**config.mk**
```make
export PLATFORM = sky130hd
export DESIGN_NAME = led_fade_pwm
export DESIGN_NICKNAME = d
export VERILOG_FILES = /design/src/rtl/led_fade_pwm.sv
export SDC_FILE = /design/constraint.sdc
export NUM_CORES = 1
export LEC_CHECK = 0
export CAP_MARGIN = 20
export CORE_MARGIN = 10
export CORE_UTILIZATION = 54
export DETAILED_ROUTE_END_ITERATION = 8
export PLACE_DENSITY = 0.75
export SLEW_MARGIN = 20
export SYNTH_ARGS = -nofsm -noshare
export SYNTH_HDL_FRONTEND = slang
export SYNTH_SLANG_ARGS = --single-unit
```
**constraint.sdc**
```tcl
create_clock -name clk -period 1.8 [get_ports clk]
set_input_delay 0.27 -clock clk [delete_from_list [all_inputs] [get_ports clk]]
set_output_delay 0.27 -clock clk [all_outputs]
set_load 0.01 [all_outputs]
```
**src/rtl/led_fade_pwm.sv**
```systemverilog
// led_fade_pwm: turns an on/off LED pattern into PWM drive with linear fade ramps per channel
module led_fade_pwm #(
  parameter int N        = 6,
  parameter int PWM_W    = 4,
  parameter int STEP_DIV = 2
) (
  input  logic         clk,
  input  logic         reset,
  input  logic         en,
  input  logic [N-1:0] led_in,
  output logic [N-1:0] led_out,
  output logic         period_start,
  output logic         busy
);
  localparam logic [PWM_W-1:0] MAXD  = '1;
  localparam int               SW    = STEP_DIV > 1 ? $clog2(STEP_DIV) : 1;
  localparam logic [SW-1:0]    SLAST = SW'(STEP_DIV - 1);
  typedef enum logic [1:0] {OFF, RISE, ON, FALL} state_t;
  logic [N-1:0]     led_q;
  logic [PWM_W-1:0] pwm_cnt;
  logic [SW-1:0]    step_cnt;
  logic [PWM_W-1:0] duty     [N];
  logic [PWM_W-1:0] duty_nxt [N];
  logic [N-1:0]     lit;
  logic [N-1:0]     miss;
  logic             pwm_last;
  logic             step_tick;
  assign pwm_last  = pwm_cnt == MAXD - 1'b1;
  assign step_tick = en && pwm_last && step_cnt == SLAST;
  assign busy      = |miss;
  // channel state is derived from duty and target, so a reversal mid-fade just flips direction
  for (genvar i = 0; i < N; i++) begin : g_ch
    state_t st;
    assign st = duty[i] == '0   ? (led_q[i] ? RISE : OFF) :
                duty[i] == MAXD ? (led_q[i] ? ON : FALL) :
                                  (led_q[i] ? RISE : FALL);
    assign duty_nxt[i] = !step_tick  ? duty[i] :
                         st == RISE ? duty[i] + 1'b1 :
                         st == FALL ? duty[i] - 1'b1 : duty[i];
    assign lit[i]  = pwm_cnt < duty[i];
    assign miss[i] = duty[i] != (led_q[i] ? MAXD : '0);
  end
  always_ff @(posedge clk or negedge reset)
    if (!reset) begin
      led_q        <= '0;
      pwm_cnt      <= '0;
      step_cnt     <= '0;
      led_out      <= '0;
      period_start <= 1'b0;
      for (int k = 0; k < N; k++) duty[k] <= '0;
    end else begin
      led_q        <= led_in;
      pwm_cnt      <= !en || pwm_last ? '0 : pwm_cnt + 1'b1;
      step_cnt     <= !en ? '0 : !pwm_last ? step_cnt : step_cnt == SLAST ? '0 : step_cnt + 1'b1;
      led_out      <= en ? lit : '0;
      period_start <= en && pwm_cnt == '0;
      for (int k = 0; k < N; k++) duty[k] <= duty_nxt[k];
    end
endmodule
```
==> results.toml <==
[status]
status = "complete, but fails checks"
violations = "negative setup slack"

[routing]
postRouteAntennaNets = 0
wirelength_microns = 6760
firstDrtPassIters = 4
drc_errors = 0
vias_per_cell = 5.30
avgRoutedWirePerCell_microns = 15.8
vias = 2268
drt_iter0_drc = 105

[final_layout]
finish.instance_area_sq_mm = 0.00413
area_growth_pct = 46.3
n_antenna_cell = 0
fill_cells = 317
fin_util_pct = 81.4
multi_input_comb_area_sq_mm = 0.00201
regArea_sq_mm = 0.00105
drive_above_1_share_pct = 43.9
nets = 405

[synth]
synth_commonest_cells = "dfrtp_1 (42), ha_1 (33), inv_1 (27)"
yosys.cell_count.top_type = "dfrtp_1"
synth_area_per_cell_sq_um = 11.1
ys.flop_type = "dfrtp_1"
synth_edf_count = 0
yosys-top-cells-area = "dfrtp_1 (37%), ha_1 (15%), xnor2_1 (5.9%), fa_1 (4.3%), nand2b_1 (4.0%)"
synthArstFlopShare_pct = 100
syn-num-nets = 303
ys_seq_elements = 42
yosysTopAreaCell = "dfrtp_1"
synth_top_area_share_pct = 37.2
ys_types = 33
synth_seq_area_share_pct = 37.2
syn-cell-area_sq_mm = 0.00282
ys.warnings.count = 0
synthCells = 255

[placed_design]
placed_cell_area_sq_mm = 0.00364
io_buffer_count = 16
gp_congestion = 0.799
pre_cts_ws_ps = -255
hpwl_microns = 4770

[floorplanning]
ios = 17
die_w_microns = 92.3
start_util_pct = 55.6
coreArea_sq_mm = 0.00507
die_area_sq_mm = 0.00852
chipHeight_microns = 92.3
rows = 26

[clock_network]
cts_max_path_buffers = 2
htree_levels = 2
clk_pin_slew_ps = 80
cts-root-buf = "clkbuf_8"
cts_tree = "done"
cts.sinks = 42
clkLatencyLatePin_ps = 290
cts_buffers = 5

[critical_path]
crit_path_start = "duty[13]"
rr_worst_depth = 8
reg2reg_from = "duty[13]"
start_kind = "flop"
endpoint_kind = "flop"
crit_fanout = 4
ff2ff_setup_slack_ps = -70
critPathKind = "flop to flop"
cp.arrival_ps = 2060
worstPathRequired_ps = 1980

[worst_hold_path]
hold_depth = 1
min_from = "led_in[2]"
worst_hold_path_type = "primary input to flop"

[global_routing]
antenna_found_initial = 0
grtUsageMet2_pct = 28.1
grt_use_met1_pct = 18.5
grt_util_all_layers_pct = 15.7
overflow = 0
grt-busiest-layer = "met2"
grt_pass1_vias = 2461
grt_max_degree = 18
grt_pass1_wl_microns = 11000
grtUsageMet3_pct = 2.50

[timing]
rsz0062_at_grt = "yes"
drv_slew = 0
setup_ws_ps = -73.2
setup_tns_ps = -178
setup_viol = 5
post-route-period-util_pct = 104
skew_ps = 6.68
finalCriticalPeriod_ps = 1870
relSlewSlack_pct = 74.3
fmax_mhz = 534
max_slew.worst_pin.slew_ps = 386
finalHoldWorstSlack_ps = 405
hold_violations = 0

[run]
maxCapViolCount = 0

[power_and_ir_drop]
ir_worst_vdd_mv = 0.452
powerDensity_mw_per_mm2 = 496
p_leak_nw = 2.00
timing repair:
action / 4_1_cts / 5_1_grt
buffers inserted: 9 / 9
endpoints found under the hold margin: 14 / 0
hold buffers: 1 / 0
pin swaps: 12 / 28
gates resized for setup: 26 / 23
setup endpoints to repair: 9 / 10
cell usage in the layout, fill, tap and decap left out, drive strengths merged:
cell type | synthesis | routed
buf | 1 | 82
dfrtp | 42 | 42
ha | 33 | 33
inv | 27 | 27
xnor2 | 19 | 19
nand2b | 18 | 18
clkdlybuf4s50 | 0 | 14
a21oi | 13 | 13
a21o | 12 | 12
nand2 | 11 | 11
mux2i | 7 | 7
nand3 | 7 | 7
nor2 | 7 | 7
and4 | 6 | 6
a211oi | 6 | 6
o211a | 6 | 6
o211ai | 6 | 6
fa | 6 | 6
a22oi | 6 | 6
nor3 | 6 | 6
mux2 | 6 | 6
clkbuf | 1 | 5
and2 | 3 | 3
and3 | 2 | 2
clkinv | 0 | 2
nor4 | 2 | 2
o21ai | 1 | 1
o41ai | 1 | 1
bufinv | 0 | 1
dlygate4sd3 | 0 | 1
final cells by class:
type	instances	area share (%)
Clock buffer	5	1.67
Clock inverter	3	0.969
Inverter	27	2.45
Multi-Input combinational cell	184	48.6
Sequential cell	42	25.5
Tap cell	70	2.12
Timing Repair Buffer	97	18.7
routing by layer:
layer  part of all wire [%]  wire (microns)  vias up
met1                     44            2970     1118
li1                       -               -     1104
met2                     52            3520       34
met4                    1.9             125        0
met5                      0               0        -
met3                    2.2             147       12
sequential cells by signal, summed over array words and instances (netlist names):
register	flops
step_cnt	1
period_start	1
duty	24
pwm_cnt	4
led_q	6
led_out	6
worst max-delay path, stage by stage (launching register included):
cell and delay (ps):
dfrtp_1 410, and4_4 200, buf_6 110, nand2b_4 160
ha_4 300, a21oi_4 60, a211oi_2 250, o211ai_1 130
xnor2_1 140
worst paths after layout:
kind                                 end
worst max register to register  duty[15]
worst min register to register  duty[15]
min in group asynchronous        duty[7]
max in group asynchronous        duty[1]
worst max-delay path            duty[15]
worst min-delay path            led_q[2]
through the flow:
stage | cells | power (W)
2_1_floorplan | 255 | 0.00115
3_3_place_gp | 401 | 0.00127
3_5_place_dp | 401 | 0.00128
4_1_cts | 419 | 0.00204
5_1_grt | 428 | 0.00215
6_report | 428 | 0.00205
kinds of logic (layout without fill, tap and decap cells):
logic type | Yosys count | after routing | share of synthesized area, %
AOI/OAI and AO/OA | 51 | 51 | 14.3
buffers and inverters | 29 | 132 | 4.26
adders and majority gates | 39 | 39 | 18.9
and+or+nand+nor | 62 | 62 | 14.1
DFF | 42 | 42 | 37.2
xor gates and xnor gates | 19 | 19 | 5.90
muxes | 13 | 13 | 5.41
power by group:
part           leakage [nW]  total (W)  internal (W)  switching [W]
clock                0.0579   0.000745      0.000409       0.000336
sequential            0.523   0.000984      0.000967      0.0000167
combinational          1.41   0.000319      0.000166       0.000153
total                  2.00    0.00205       0.00154       0.000506
(Power assumes the default switching activity.)
